<file path="config.mk">
export PLATFORM = sky130hd
export DESIGN_NAME = pkt_frame_tracker
export DESIGN_NICKNAME = d
export VERILOG_FILES = /design/src/rtl/pkt_frame_tracker.sv
export SDC_FILE = /design/constraint.sdc
export NUM_CORES = 1
export LEC_CHECK = 0
export ABC_AREA = 1
export CAP_MARGIN = 40
export CELL_PAD_IN_SITES_DETAIL_PLACEMENT = 2
export CELL_PAD_IN_SITES_GLOBAL_PLACEMENT = 2
export CORE_ASPECT_RATIO = 1.5
export CORE_UTILIZATION = 34
export DETAILED_ROUTE_END_ITERATION = 10
export PLACE_DENSITY = 0.95
export RECOVER_POWER = 50
export SYNTH_ARGS = -nofsm -noshare
export SYNTH_HDL_FRONTEND = slang
export SYNTH_SLANG_ARGS = --single-unit
</file>
<file path="constraint.sdc">
create_clock -name clk -period 3.4 [get_ports clk]
set_input_delay 0.34 -clock clk [delete_from_list [all_inputs] [get_ports clk]]
set_output_delay 0.34 -clock clk [all_outputs]
set_load 0.01 [all_outputs]
</file>
<file path="src/rtl/pkt_frame_tracker.sv">
// Packet frame tracker: watches the ingress valid/ready/last handshake and
// produces sop/eop pulses for a set-priority "packet in progress" flag, plus
// packet length and runt/oversize/timeout indications.
module pkt_frame_tracker #(
   parameter int unsigned MIN_BEATS      = 8,
   parameter int unsigned MAX_BEATS      = 190,
   parameter int unsigned TIMEOUT_CYCLES = 1024,
   parameter int unsigned CNT_W          = 16
) (
   input  logic             clk,
   input  logic             reset,
   input  logic             in_valid,
   input  logic             in_ready,
   input  logic             in_last,
   output logic             sop_pulse,
   output logic             eop_pulse,
   output logic             busy,
   output logic [CNT_W-1:0] beat_count,
   output logic [CNT_W-1:0] pkt_len,
   output logic             len_valid,
   output logic             err_runt,
   output logic             err_oversize,
   output logic             err_timeout
);

   localparam logic [CNT_W-1:0] MIN_C  = CNT_W'(MIN_BEATS);
   localparam logic [CNT_W-1:0] MAX_C  = CNT_W'(MAX_BEATS);
   localparam logic [CNT_W-1:0] TMO_C  = CNT_W'(TIMEOUT_CYCLES);
   localparam logic [CNT_W-1:0] ONE_C  = CNT_W'(1);
   localparam logic             RUNT_ONE = (MIN_BEATS > 32'd1);

   typedef enum logic [1:0] {
      IDLE     = 2'd0,
      ACTIVE   = 2'd1,
      EOP_PEND = 2'd2,
      DISCARD  = 2'd3
   } state_e;

   state_e           state_q, state_d;
   logic [CNT_W-1:0] beat_cnt_q, beat_cnt_d;
   logic [CNT_W-1:0] idle_cnt_q, idle_cnt_d;
   logic [CNT_W-1:0] pkt_len_q, pkt_len_d;
   logic             sop_q, sop_d;
   logic             eop_q, eop_d;
   logic             len_valid_q, len_valid_d;
   logic             runt_q, runt_d;
   logic             ovs_q, ovs_d;
   logic             tmo_q, tmo_d;
   logic             busy_q, busy_d;

   logic             beat;
   logic [CNT_W-1:0] beat_inc;
   logic [CNT_W-1:0] idle_inc;

   // Next-state, counter and registered-output computation
   always_comb begin
      state_d     = state_q;
      beat_cnt_d  = beat_cnt_q;
      idle_cnt_d  = '0;
      pkt_len_d   = pkt_len_q;
      sop_d       = 1'b0;
      eop_d       = 1'b0;
      len_valid_d = 1'b0;
      runt_d      = 1'b0;
      ovs_d       = 1'b0;
      tmo_d       = 1'b0;

      beat     = in_valid & in_ready;
      beat_inc = beat_cnt_q + ONE_C;
      idle_inc = idle_cnt_q + ONE_C;

      case (state_q)
         IDLE: begin
            if (beat) begin
               sop_d      = 1'b1;
               beat_cnt_d = ONE_C;
               state_d    = in_last ? EOP_PEND : ACTIVE;
            end
         end

         // Deferred end of a single-beat packet so sop and eop never coincide
         EOP_PEND: begin
            eop_d       = 1'b1;
            len_valid_d = 1'b1;
            pkt_len_d   = ONE_C;
            runt_d      = RUNT_ONE;
            beat_cnt_d  = '0;
            state_d     = IDLE;
            if (beat) begin
               sop_d      = 1'b1;
               beat_cnt_d = ONE_C;
               state_d    = in_last ? EOP_PEND : ACTIVE;
            end
         end

         ACTIVE: begin
            if (beat) begin
               if (in_last) begin
                  eop_d       = 1'b1;
                  len_valid_d = 1'b1;
                  pkt_len_d   = beat_inc;
                  runt_d      = (beat_inc < MIN_C);
                  beat_cnt_d  = '0;
                  state_d     = IDLE;
               end else if (beat_inc == MAX_C) begin
                  eop_d       = 1'b1;
                  len_valid_d = 1'b1;
                  ovs_d       = 1'b1;
                  pkt_len_d   = MAX_C;
                  beat_cnt_d  = beat_inc;
                  state_d     = DISCARD;
               end else begin
                  beat_cnt_d = beat_inc;
               end
            end else begin
               idle_cnt_d = idle_inc;
               if (idle_inc == TMO_C) begin
                  eop_d       = 1'b1;
                  len_valid_d = 1'b1;
                  tmo_d       = 1'b1;
                  pkt_len_d   = beat_cnt_q;
                  idle_cnt_d  = '0;
                  state_d     = DISCARD;
               end
            end
         end

         // Drop the remainder of an aborted packet without any pulses
         DISCARD: begin
            if (beat) begin
               if (in_last) begin
                  beat_cnt_d = '0;
                  state_d    = IDLE;
               end
            end else begin
               idle_cnt_d = idle_inc;
               if (idle_inc == TMO_C) begin
                  idle_cnt_d = '0;
                  beat_cnt_d = '0;
                  state_d    = IDLE;
               end
            end
         end

         default: begin
            state_d    = IDLE;
            beat_cnt_d = '0;
         end
      endcase

      busy_d = (state_d != IDLE);
   end

   // State, counters and output registers
   always_ff @(posedge clk or negedge reset) begin
      if (!reset) begin
         state_q     <= IDLE;
         beat_cnt_q  <= '0;
         idle_cnt_q  <= '0;
         pkt_len_q   <= '0;
         sop_q       <= 1'b0;
         eop_q       <= 1'b0;
         len_valid_q <= 1'b0;
         runt_q      <= 1'b0;
         ovs_q       <= 1'b0;
         tmo_q       <= 1'b0;
         busy_q      <= 1'b0;
      end else begin
         state_q     <= state_d;
         beat_cnt_q  <= beat_cnt_d;
         idle_cnt_q  <= idle_cnt_d;
         pkt_len_q   <= pkt_len_d;
         sop_q       <= sop_d;
         eop_q       <= eop_d;
         len_valid_q <= len_valid_d;
         runt_q      <= runt_d;
         ovs_q       <= ovs_d;
         tmo_q       <= tmo_d;
         busy_q      <= busy_d;
      end
   end

   assign sop_pulse    = sop_q;
   assign eop_pulse    = eop_q;
   assign busy         = busy_q;
   assign beat_count   = beat_cnt_q;
   assign pkt_len      = pkt_len_q;
   assign len_valid    = len_valid_q;
   assign err_runt     = runt_q;
   assign err_oversize = ovs_q;
   assign err_timeout  = tmo_q;

endmodule

</file>
# After elaboration in Yosys (flattened, before gate mapping)

Cells that the tools add are included.

Flip-flop bits (word level): 56

Order comparisons: 1
Reductions and logical operators: 7
Add/sub/neg operators: 2
Bitwise operators: 1
Equality and inequality tests: 11
Multiplexer cells: 42

Operator list:

| kind                                                   | number |
|---|---|
| 2-to-1 mux 16 bit                                      | 13 |
| one-hot mux 16 bit (4 select lines)                    | 1 |
| adder 16 x 1 -> 16 bit (second input constant)         | 2 |
| one-hot mux 16 bit (2 select lines)                    | 1 |
| 2-to-1 mux 2 bit                                       | 10 |
| equality test 16 x 11 -> 1 bit (second input constant) | 1 |
| equality test 16 x 8 -> 1 bit (second input constant)  | 1 |
| < comparator 16 x 4 -> 1 bit (second input constant)   | 1 |
| 2-to-1 mux 1 bit                                       | 14 |
| inequality test 3 bit (second input constant)          | 3 |
| one-hot mux 2 bit (4 select lines)                     | 1 |
| equality test 2 bit (second input constant)            | 2 |
| inequality test 2 bit (second input constant)          | 2 |
| inequality test 4 bit (second input constant)          | 1 |
| one-hot mux 1 bit (2 select lines)                     | 2 |
| AND reduction 4 bit                                    | 1 |
| nonzero test 2 bit                                     | 2 |
| OR reduction 2 bit                                     | 2 |
| AND reduction 3 bit                                    | 1 |
| equality test 2 x 1 -> 1 bit (second input constant)   | 1 |
| zero test 2 bit                                        | 1 |
| bitwise AND 1 bit                                      | 1 |

# Longest topological paths before layout

Gate-level depths: netlist of the first run.

Depth in word-level cells: 7
Mapped depth: 17
Mapped depth without buffers: 16

# Worst setup path after synthesis of the first run

OpenSTA, ideal clock, no wires.

Path type: flip-flop to flip-flop
Start: register beat_cnt_q[1], in the netlist beat_count[1]
End: register pkt_len_q[5], in the netlist pkt_len[5]
Cell stages (with the launch flop): 16
Path buffers: 1
Data arrival time: 2021 ps
Slack: 1255 ps
Period minus slack after synthesis: 2145 ps
Path through: dfrtp_1 > ha_1 > nand2_1 > nor2_4 > nand2_1 > nand2_1 > nand3_1 > nor3_2 > nand3_1 > nand2_1 > nand3_2 > o21ai_4 > inv_4 > buf_6 > nand2_1 > o21ai_2

Longest elaborated chain between the ends: 4

Ends and longest elaborated chain:

| item                                                                                               | line    | RTL |
|---|---|---|
| from (decl)                                                                                        | 40      | `logic [CNT_W-1:0] beat_cnt_q, beat_cnt_d;` |
| from (signal assigned)                                                                             | 170     | `beat_cnt_q <= beat_cnt_d;` |
| adder 16 x 1 -> 16 bit *                                                                           | 69      | `beat_inc = beat_cnt_q + ONE_C;` |
| equality test 16 x 8 -> 1 bit / 2-to-1 mux 16 bit (equally long branches)                          | 105, 98 |  |
| inequality test 4 bit (no source line) / 2-to-1 mux 16 bit (equally long branches)                 | -       |  |
| AND reduction 3 bit (no source line) / one-hot mux 16 bit (2 select lines) (equally long branches) | -       |  |
| to (signal assigned)                                                                               | 172     | `pkt_len_q <= pkt_len_d;` |
| to (decl)                                                                                          | 42      | `logic [CNT_W-1:0] pkt_len_q, pkt_len_d;` |

Mark *: on every way between the ends. The rest lies on a longest branch, timed or not.
A chain may end at the register's enable or synchronous reset.

# Worst setup path in the final report of the first run

Start: register beat_cnt_q[0], in the netlist beat_count[0]
End: register pkt_len_q[2], in the netlist pkt_len[2]

Same word-level chain as after synthesis.

==> Implementation_results.wiki, run 1 <==
{| class="wikitable"
! Metric !! Value
|-
| Routed wire per std cell || between 20 and 25 um
|-
| Number of setup violations in the final report || 0
|-
| DRT antenna net count || 0
|-
| Data required time of the critical path || 3.58 ns
|-
| Initial standard-cell utilization of the core || 0.349
|-
| CTS tree || done
|-
| Worst hold start || pkt_len[14]
|-
| Total nets after synthesis || just over 500
|-
| Layout cells sized above 1 || 0.0779
|-
| Site row count || 45
|-
| Number of maximum-capacitance violations || 1
|-
| Horizontal extent of the die || between 80 and 90 um
|-
| Worst-Skew Late Latency || ~0.30 ns
|-
| Relative slew slack || -0.433
|-
| Count of final max-slew check failures || 35
|-
| Clock-pin slew reported for the worst setup and hold paths after clock tree synthesis || roughly 0.080 ns
|-
| Global route overflow || 0
|-
| Post-Syn Area || 0.00352 mm^2
|-
| Crit. End Element || flip-flop
|-
| Top_reg_cell synth || sky130_fd_sc_hd__dfrtp_1
|-
| GR Util met2 || 0.491
|-
| Buffers on Ports || 43
|-
| Antenna violations before repair || 0
|-
| Hold buffer count at cts || 0
|-
| WHS Path Cells || 2
|-
| Cell Count, Final, Fillers Out || roughly 670
|-
| First-pass detailed-route iteration total || 4
|-
| Hold WC Path Type || flip-flop to flip-flop
|-
| Asr flop ratio synth || 1.00
|-
| Source of the worst register-to-register timing path || beat_count[0]
|-
| Total count of hold-check failures in the final report || 0
|-
| Die outline area || 0.0108 mm^2
|-
| Fraction of post-synthesis cell area in the top cell type by area || 0.398
|-
| Average via count per standard cell || roughly 5.5
|-
| Worst clock skew || just over 0.01 ns
|-
| Lkg Pwr || slightly below 2 nW
|-
| Grt peak-use layer || met2
|-
| Endpoint of the worst hold-timing path || pkt_len[14]
|-
| Clock root buffer || sky130_fd_sc_hd__clkbuf_16
|-
| Worst reg2reg endpoint || pkt_len[2]
|-
| Failing checks || max-capacitance violations, max-slew violations
|-
| Final antenna diode count || 0
|-
| Core area || a little over 0.01 mm^2
|-
| Fin Setup TNS || 0 ns
|-
| Met1 global-route usage || 0.281
|-
| Power Density || slightly below 500 mW/mm^2
|-
| Post-Syn Area per Cell || 6.96 um^2
|-
| Number of buffers inserted during clock tree synthesis || 5
|-
| Worst reg-to-reg setup slack || about 0.6 ns
|-
| Least-Margin Pin Slew || approximately 2.1 ns
|-
| Number of flops mapped to enable cells by yosys || 0
|-
| Global Route met3 Usage || 0.0338
|-
| Maximum number of pins on one net before global-route repair || 35
|-
| Final-layout worst hold slack || between 0.4 and 0.5 ns
|-
| #FFs+latches synth || between 50 and 60
|-
| Top-level port count || between 40 and 50
|-
| Maximum number of buffers from clock root to sink || 2
|-
| Total global routing track utilization || 0.264
|-
| Area Growth Syn to Fin || 19.8%
|-
| Yosys warnings || 0
|-
| Instance count of the mapped netlist || between 500 and 600
|-
| Post-CTS Repair Setup Buffers || 0
|-
| Worst vdd rail ir drop || ~0.21 mV
|-
| Chip Height || 127 um
|-
| CTS sink count || between 50 and 60
|-
| Total half-perimeter wirelength after legalization and detailed placement || just over 10,000 um
|-
| Cells taking the most area after synthesis || sky130_fd_sc_hd__dfrtp_1 (40%), sky130_fd_sc_hd__nand2_1 (19%), sky130_fd_sc_hd__inv_1 (6.3%)
|-
| Count of placed standard cells including taps || approximately 660
|-
| Worst Path Arrival || about 3.0 ns
|-
| Number of global-route vias before repair || around 4,200
|-
| Setup repair after global routing missed its margin || false
|-
| Number of unique standard cell types used by synthesis || 35
|-
| Sequential cell area fraction in the yosys report || 0.398
|-
| DRT iter0 DRCs || between 150 and 200
|-
| Minimum clock period || 2.78 ns
|-
| Cell taking the most area after synthesis || sky130_fd_sc_hd__dfrtp_1
|-
| Via Count || roughly 3,700
|-
| Resized Gates After CTS || 0
|-
| Nets@finish || roughly 560
|-
| Depth of the CTS H-tree || 2
|-
| Overall power of the completed layout || between 0.002 and 0.0025 W
|-
| Outcome || complete, but fails checks
|-
| Length in cells of the worst reg-to-reg path || 15
|-
| Global-route wire length before repair || about 22,000 um
|-
| Final routed wirelength across all metal layers || around 13,000 um
|-
| Fmax achieved || between 0.3 and 0.4 GHz
|-
| CP max FO || 23
|-
| Utilization of the core after routing || 0.419
|-
| Final weighted congestion in routability-driven placement || approximately 0.95
|-
| Kind of start point of the critical path || flip-flop
|-
| Type of the setup path with the least slack || flip-flop to flip-flop
|-
| Share of the clock period used by the worst path after layout || 0.819
|-
| Number of remaining DRC errors || 0
|}
-- state kept, by name, summed over array words and instances (netlist names) --
register,count
err_runt,1
len_valid,1
pkt_len,16
sop_pulse,1
state_q,2
err_oversize,1
idle_cnt_q,16
beat_count,16
busy,1
err_timeout,1
-- per-stage QoR --
step                      worst slack (ns)  instance area, um^2
after CTS                            0.620                 4240
final                                0.616                 4220
after global placement               0.884                 4070
after detailed placement             0.703                 4090
after global routing                 0.376                 4220
after floorplan                       1.26                 3520
-- how the worst max path moves through the flow --
stage                            end     startpoint  slack [ns]  cells past startpoint
after floorplan           pkt_len[5]  beat_count[1]        1.26                     15
final                     pkt_len[2]  beat_count[0]        0.62                     15
after global routing      pkt_len[2]  beat_count[1]        0.38                     14
after global placement    pkt_len[1]  beat_count[1]        0.88                     14
after detailed placement  pkt_len[5]  beat_count[1]        0.70                     14
after CTS                 pkt_len[2]  beat_count[0]        0.62                     15
-- final cells by class --
type	instances	area [um^2]
Timing Repair Buffer	51	479
Multi-Input combinational cell	375	1810
Fill cell	1196	5860
Sequential cell	56	1400
Tap cell	117	146
Clock buffer	8	146
Inverter	62	235
-- cells in the mapped netlist (2+ instances only) --
| cell | count |
|---|---|
| sky130_fd_sc_hd__nand4_1 | 11 |
| sky130_fd_sc_hd__o211ai_1 | 2 |
| sky130_fd_sc_hd__o21bai_1 | 3 |
| sky130_fd_sc_hd__nand3_1 | 41 |
| sky130_fd_sc_hd__nand3_2 | 4 |
| sky130_fd_sc_hd__o21ai_1 | 15 |
| sky130_fd_sc_hd__nor2_1 | 48 |
| sky130_fd_sc_hd__inv_1 | 59 |
| sky130_fd_sc_hd__a21oi_1 | 16 |
| sky130_fd_sc_hd__buf_6 | 2 |
| sky130_fd_sc_hd__buf_2 | 5 |
| sky130_fd_sc_hd__nand2_1 | 180 |
| sky130_fd_sc_hd__ha_1 | 7 |
| sky130_fd_sc_hd__nor2_2 | 6 |
| sky130_fd_sc_hd__nand2_2 | 3 |
| sky130_fd_sc_hd__o21ai_0 | 8 |
| sky130_fd_sc_hd__o221ai_1 | 6 |
| sky130_fd_sc_hd__dfrtp_1 | 56 |
| sky130_fd_sc_hd__o22ai_1 | 5 |
| sky130_fd_sc_hd__o21ai_2 | 7 |
| sky130_fd_sc_hd__clkbuf_1 | 5 |
| sky130_fd_sc_hd__nor2_4 | 4 |
-- kinds of logic (layout without fill, tap and decap cells) --
logic type / count (synthesis) / in the layout / synth area share
compound gates: 64 / 64 / 0.114
xor+xnor: 1 / 1 / 0.00249
flops: 56 / 56 / 0.398
buf+inv: 75 / 121 / 0.0877
fa+ha+maj: 7 / 7 / 0.0249
simple gates: 303 / 303 / 0.373
-- power by group --
part           switching (W)  internal (W)
logic               0.000496      0.000208
clock network       0.000260      0.000296
registers          0.0000644      0.000726
total               0.000821       0.00123
-- layout by cell type (no fill, tap or decap), types with 7 or more instances in the layout --
| cell | count |
|---|---|
| sky130_fd_sc_hd__a21oi_1 | 16 |
| sky130_fd_sc_hd__clkdlybuf4s50_1 | 24 |
| sky130_fd_sc_hd__dfrtp_1 | 56 |
| sky130_fd_sc_hd__dlygate4sd3_1 | 18 |
| sky130_fd_sc_hd__ha_1 | 7 |
| sky130_fd_sc_hd__inv_1 | 59 |
| sky130_fd_sc_hd__nand2_1 | 180 |
| sky130_fd_sc_hd__nand3_1 | 41 |
| sky130_fd_sc_hd__nand4_1 | 11 |
| sky130_fd_sc_hd__nor2_1 | 48 |
| sky130_fd_sc_hd__o21ai_0 | 8 |
| sky130_fd_sc_hd__o21ai_1 | 15 |
| sky130_fd_sc_hd__o21ai_2 | 7 |
-- layer usage --
metal  vias to the layer above  share of wire
met2                        86           0.54
met3                        53          0.028
met5                         -              0
li1                       1701              -
met4                         0          0.056
met1                      1861           0.37
-- worst max-delay path, cell delays in order (launching register included) --
cell	delay (ns)
sky130_fd_sc_hd__dfrtp_1	0.45
sky130_fd_sc_hd__ha_1	0.26
sky130_fd_sc_hd__nand2_1	0.15
sky130_fd_sc_hd__nor2_4	0.07
sky130_fd_sc_hd__nand2_1	0.16
sky130_fd_sc_hd__nand2_1	0.13
sky130_fd_sc_hd__nand2_1	0.16
sky130_fd_sc_hd__nand2_1	0.09
sky130_fd_sc_hd__nor3_2	0.20
sky130_fd_sc_hd__nand3_1	0.16
sky130_fd_sc_hd__nand2_1	0.13
sky130_fd_sc_hd__nand3_2	0.11
sky130_fd_sc_hd__o21ai_4	0.17
sky130_fd_sc_hd__inv_4	0.20
sky130_fd_sc_hd__nand2_1	0.14
sky130_fd_sc_hd__o21ai_2	0.06
(Power assumes the default switching activity.)
==> run 2: changes to the inputs <==
--- a/config.mk
+++ b/config.mk
@@ -10,9 +10,9 @@
 export CELL_PAD_IN_SITES_DETAIL_PLACEMENT = 2
 export CELL_PAD_IN_SITES_GLOBAL_PLACEMENT = 2
 export CORE_ASPECT_RATIO = 1.5
-export CORE_UTILIZATION = 34
+export CORE_UTILIZATION = 31
 export DETAILED_ROUTE_END_ITERATION = 10
-export PLACE_DENSITY = 0.95
+export PLACE_DENSITY = 0.9
 export RECOVER_POWER = 50
 export SYNTH_ARGS = -nofsm -noshare
 export SYNTH_HDL_FRONTEND = slang
==> constraint.sdc (replaced) <==
create_clock -name clk -period 2.8 [get_ports clk]
set_input_delay 0.28 -clock clk [delete_from_list [all_inputs] [get_ports clk]]
set_output_delay 0.28 -clock clk [all_outputs]
set_load 0.01 [all_outputs]
==> Implementation_results.wiki, run 2 (synthesis gave the netlist of run 1 again) <==
{| class="wikitable"
! Metric !! Value
|-
| Global-route wire length before repair || 20,900 um
|-
| Clock-pin slew reported for the worst setup and hold paths after clock tree synthesis || roughly 0.080 ns
|-
| Count of final max-slew check failures || 34
|-
| Worst hold start || pkt_len[5]
|-
| Number of setup violations in the final report || 0
|-
| Buffers on Ports || 43
|-
| Cell seen most often among critical-path stages || sky130_fd_sc_hd__nand2_1
|-
| Maximum number of pins on one net before global-route repair || 34
|-
| Cell with the largest stage delay on the worst path || sky130_fd_sc_hd__dfrtp_2
|-
| Most frequent cells in the layout || sky130_fd_sc_hd__nand2_1 (180), sky130_fd_sc_hd__inv_1 (59), sky130_fd_sc_hd__dfrtp_1 (55)
|-
| Clock root buffer || sky130_fd_sc_hd__clkbuf_16
|-
| Worst reg-to-reg setup slack || about 0.15 ns
|-
| Chip Height || roughly 130 um
|-
| Failing checks || max-capacitance violations, max-slew violations
|-
| Setup repair after global routing missed its margin || false
|-
| Site row count || 47
|-
| WHS Path Cells || 2
|-
| Total half-perimeter wirelength after legalization and detailed placement || 9890 um
|-
| Fmax achieved || approximately 0.38 GHz
|-
| Final weighted congestion in routability-driven placement || 0.846
|-
| Type of the setup path with the least slack || flip-flop to flip-flop
|-
| CTS sink count || 56
|-
| Total global routing track utilization || 0.233
|-
| Filler cells || 1,345
|-
| Area of all sequential standard cells || 0.00140 mm^2
|-
| DRT antenna net count || 0
|-
| Outcome || complete, but fails checks
|-
| Average via count per standard cell || approximately 5.2
|-
| Final antenna diode count || 0
|-
| Number of global-route vias before repair || 4,206
|-
| First-pass detailed-route iteration total || 6
|-
| Global route overflow || 0
|-
| CTS tree || done
|-
| Core area || roughly 0.011 mm^2
|-
| Number of buffers inserted during clock tree synthesis || 5
|-
| Commonest non-fill, non-tap cell in the layout || sky130_fd_sc_hd__nand2_1
|-
| Kind of start point of the critical path || flip-flop
|-
| Final routed wirelength across all metal layers || 12,900 um
|-
| Data required time of the critical path || about 3.0 ns
|-
| Number of remaining DRC errors || 0
|-
| Area Growth Syn to Fin || 23.0%
|-
| Number of maximum-capacitance violations || 1
|-
| CP max FO || 23
|-
| Post-route standard cell area excluding fillers || 0.00433 mm^2
|-
| Hold WC Path Type || flip-flop to flip-flop
|-
| Nets@finish || 566
|-
| Multi-input gate area in the final layout || around 0.0018 mm^2
|-
| Antenna violations before repair || 0
|-
| Worst reg2reg endpoint || pkt_len[6]
|-
| Top-level port count || 44
|-
| Worst clock skew || slightly above 0.009 ns
|-
| Worst-Skew Late Latency || 0.30 ns
|-
| Worst vdd rail ir drop || approximately 0.27 mV
|-
| Initial standard-cell utilization of the core || 0.319
|-
| Depth of the CTS H-tree || 2
|-
| Routed wire per std cell || approximately 18 um
|-
| Endpoint of the worst hold-timing path || pkt_len[5]
|-
| Minimum clock period || 2.65 ns
|-
| Fin Setup TNS || 0 ns
|-
| Lkg Pwr || 1.98 nW
|-
| Source of the worst register-to-register timing path || beat_count[1]
|-
| Horizontal extent of the die || around 89 um
|-
| Share of the clock period used by the worst path after layout || 0.948
|-
| Area after DPL || about 0.0041 mm^2
|-
| Total count of hold-check failures in the final report || 0
|-
| Cell-by-cell trace of the critical path || ha_1 > nand2_1 > nor2_4 > nand2_1 > nand2_1 > nand2_1 > nand2_1 > nor3_2 > nand3_1 > nand2_1 > nand3_2 > o21ai_4 > inv_6 > nand2_1 > nand2_1
|-
| Worst Path Arrival || about 2.8 ns
|-
| Power Density || a little under 600 mW/mm^2
|-
| Crit. End Element || flip-flop
|-
| Relative slew slack || -0.278
|-
| Die outline area || ~0.012 mm^2
|-
| DRT iter0 DRCs || 94
|-
| Least-Margin Pin Slew || between 1.5 and 2 ns
|-
| CP max stage delay || 0.46 ns
|-
| Layout cells sized above 1 || 0.0901
|-
| Via Count || between 3,000 and 4,000
|-
| Length in cells of the worst reg-to-reg path || 15
|-
| Maximum number of buffers from clock root to sink || 2
|}
==> run 2: worst max path at each step <==
stage	endpoint	from	cells past startpoint	slack, ns
final	pkt_len[6]	beat_count[1]	15	0.15
after global routing	pkt_len[6]	beat_count[0]	15	0.01
after CTS	pkt_len[6]	beat_count[1]	14	0.09
after global placement	pkt_len[5]	beat_count[1]	14	0.31
after floorplan	pkt_len[5]	beat_count[1]	15	0.66
after detailed placement	pkt_len[1]	beat_count[1]	14	0.15
==> run 2: stage by stage <==
stage	total power [W]	setup WS (ns)	hold WS, ns	util	cells
2_1_floorplan	0.00150	0.655	-0.0156	-	506
3_3_place_gp	0.00176	0.314	0.400	0.374	693
3_5_place_dp	0.00182	0.153	0.404	0.374	693
4_1_cts	0.00261	0.0887	0.0826	0.390	701
5_1_grt	0.00271	0.0112	0.512	0.392	702
6_report	0.00257	0.147	0.480	0.392	702
==> run 2: area by class of cell <==
class	count	share of cell area
well taps	147	0.0425
repair buffers	54	0.116
inverters	62	0.0549
clock buffers	7	0.0352
multi-input cells	375	0.420
clock inverters	1	0.00693
flip-flops and latches	56	0.324
==> run 2: critical path: cells and delay by family (launching register included) <==
family                   cells  cell delay (ns)
AO/OA/AOI/OAI                1             0.16
adder cells (fa/ha/maj)      1             0.23
buffers and inverters        1             0.16
flip-flops                   1             0.46
AND/OR/NAND/NOR             12             1.51
==> run 2: metal layers <==
| layer | up-vias | part of all wire | routed length [um] | track usage |
|---|---|---|---|---|
| met3 | 24 | 0.020 | 252 | 0.0231 |
| met5 | - | 0 | 0 | 0 |
| met4 | 0 | 0.027 | 349 | 0.0785 |
| met1 | 1825 | 0.38 | 4910 | 0.242 |
| met2 | 53 | 0.57 | 7390 | 0.464 |
| li1 | 1719 | - | - | - |
==> run 2: timing repair <==
item	4_1_cts	5_1_grt
gates resized for setup	0	4
hold buffers	0	0
endpoints found under the setup margin	0	16
setup buffers	0	1
==> run 2: power breakdown <==
group / switching [W] / total (W) / internal, W / leakage, nW
logic: 0.000580 / 0.000840 / 0.000260 / 1.13
clock network: 0.000309 / 0.000781 / 0.000472 / 0.0901
registers: 0.0000692 / 0.000952 / 0.000882 / 0.768
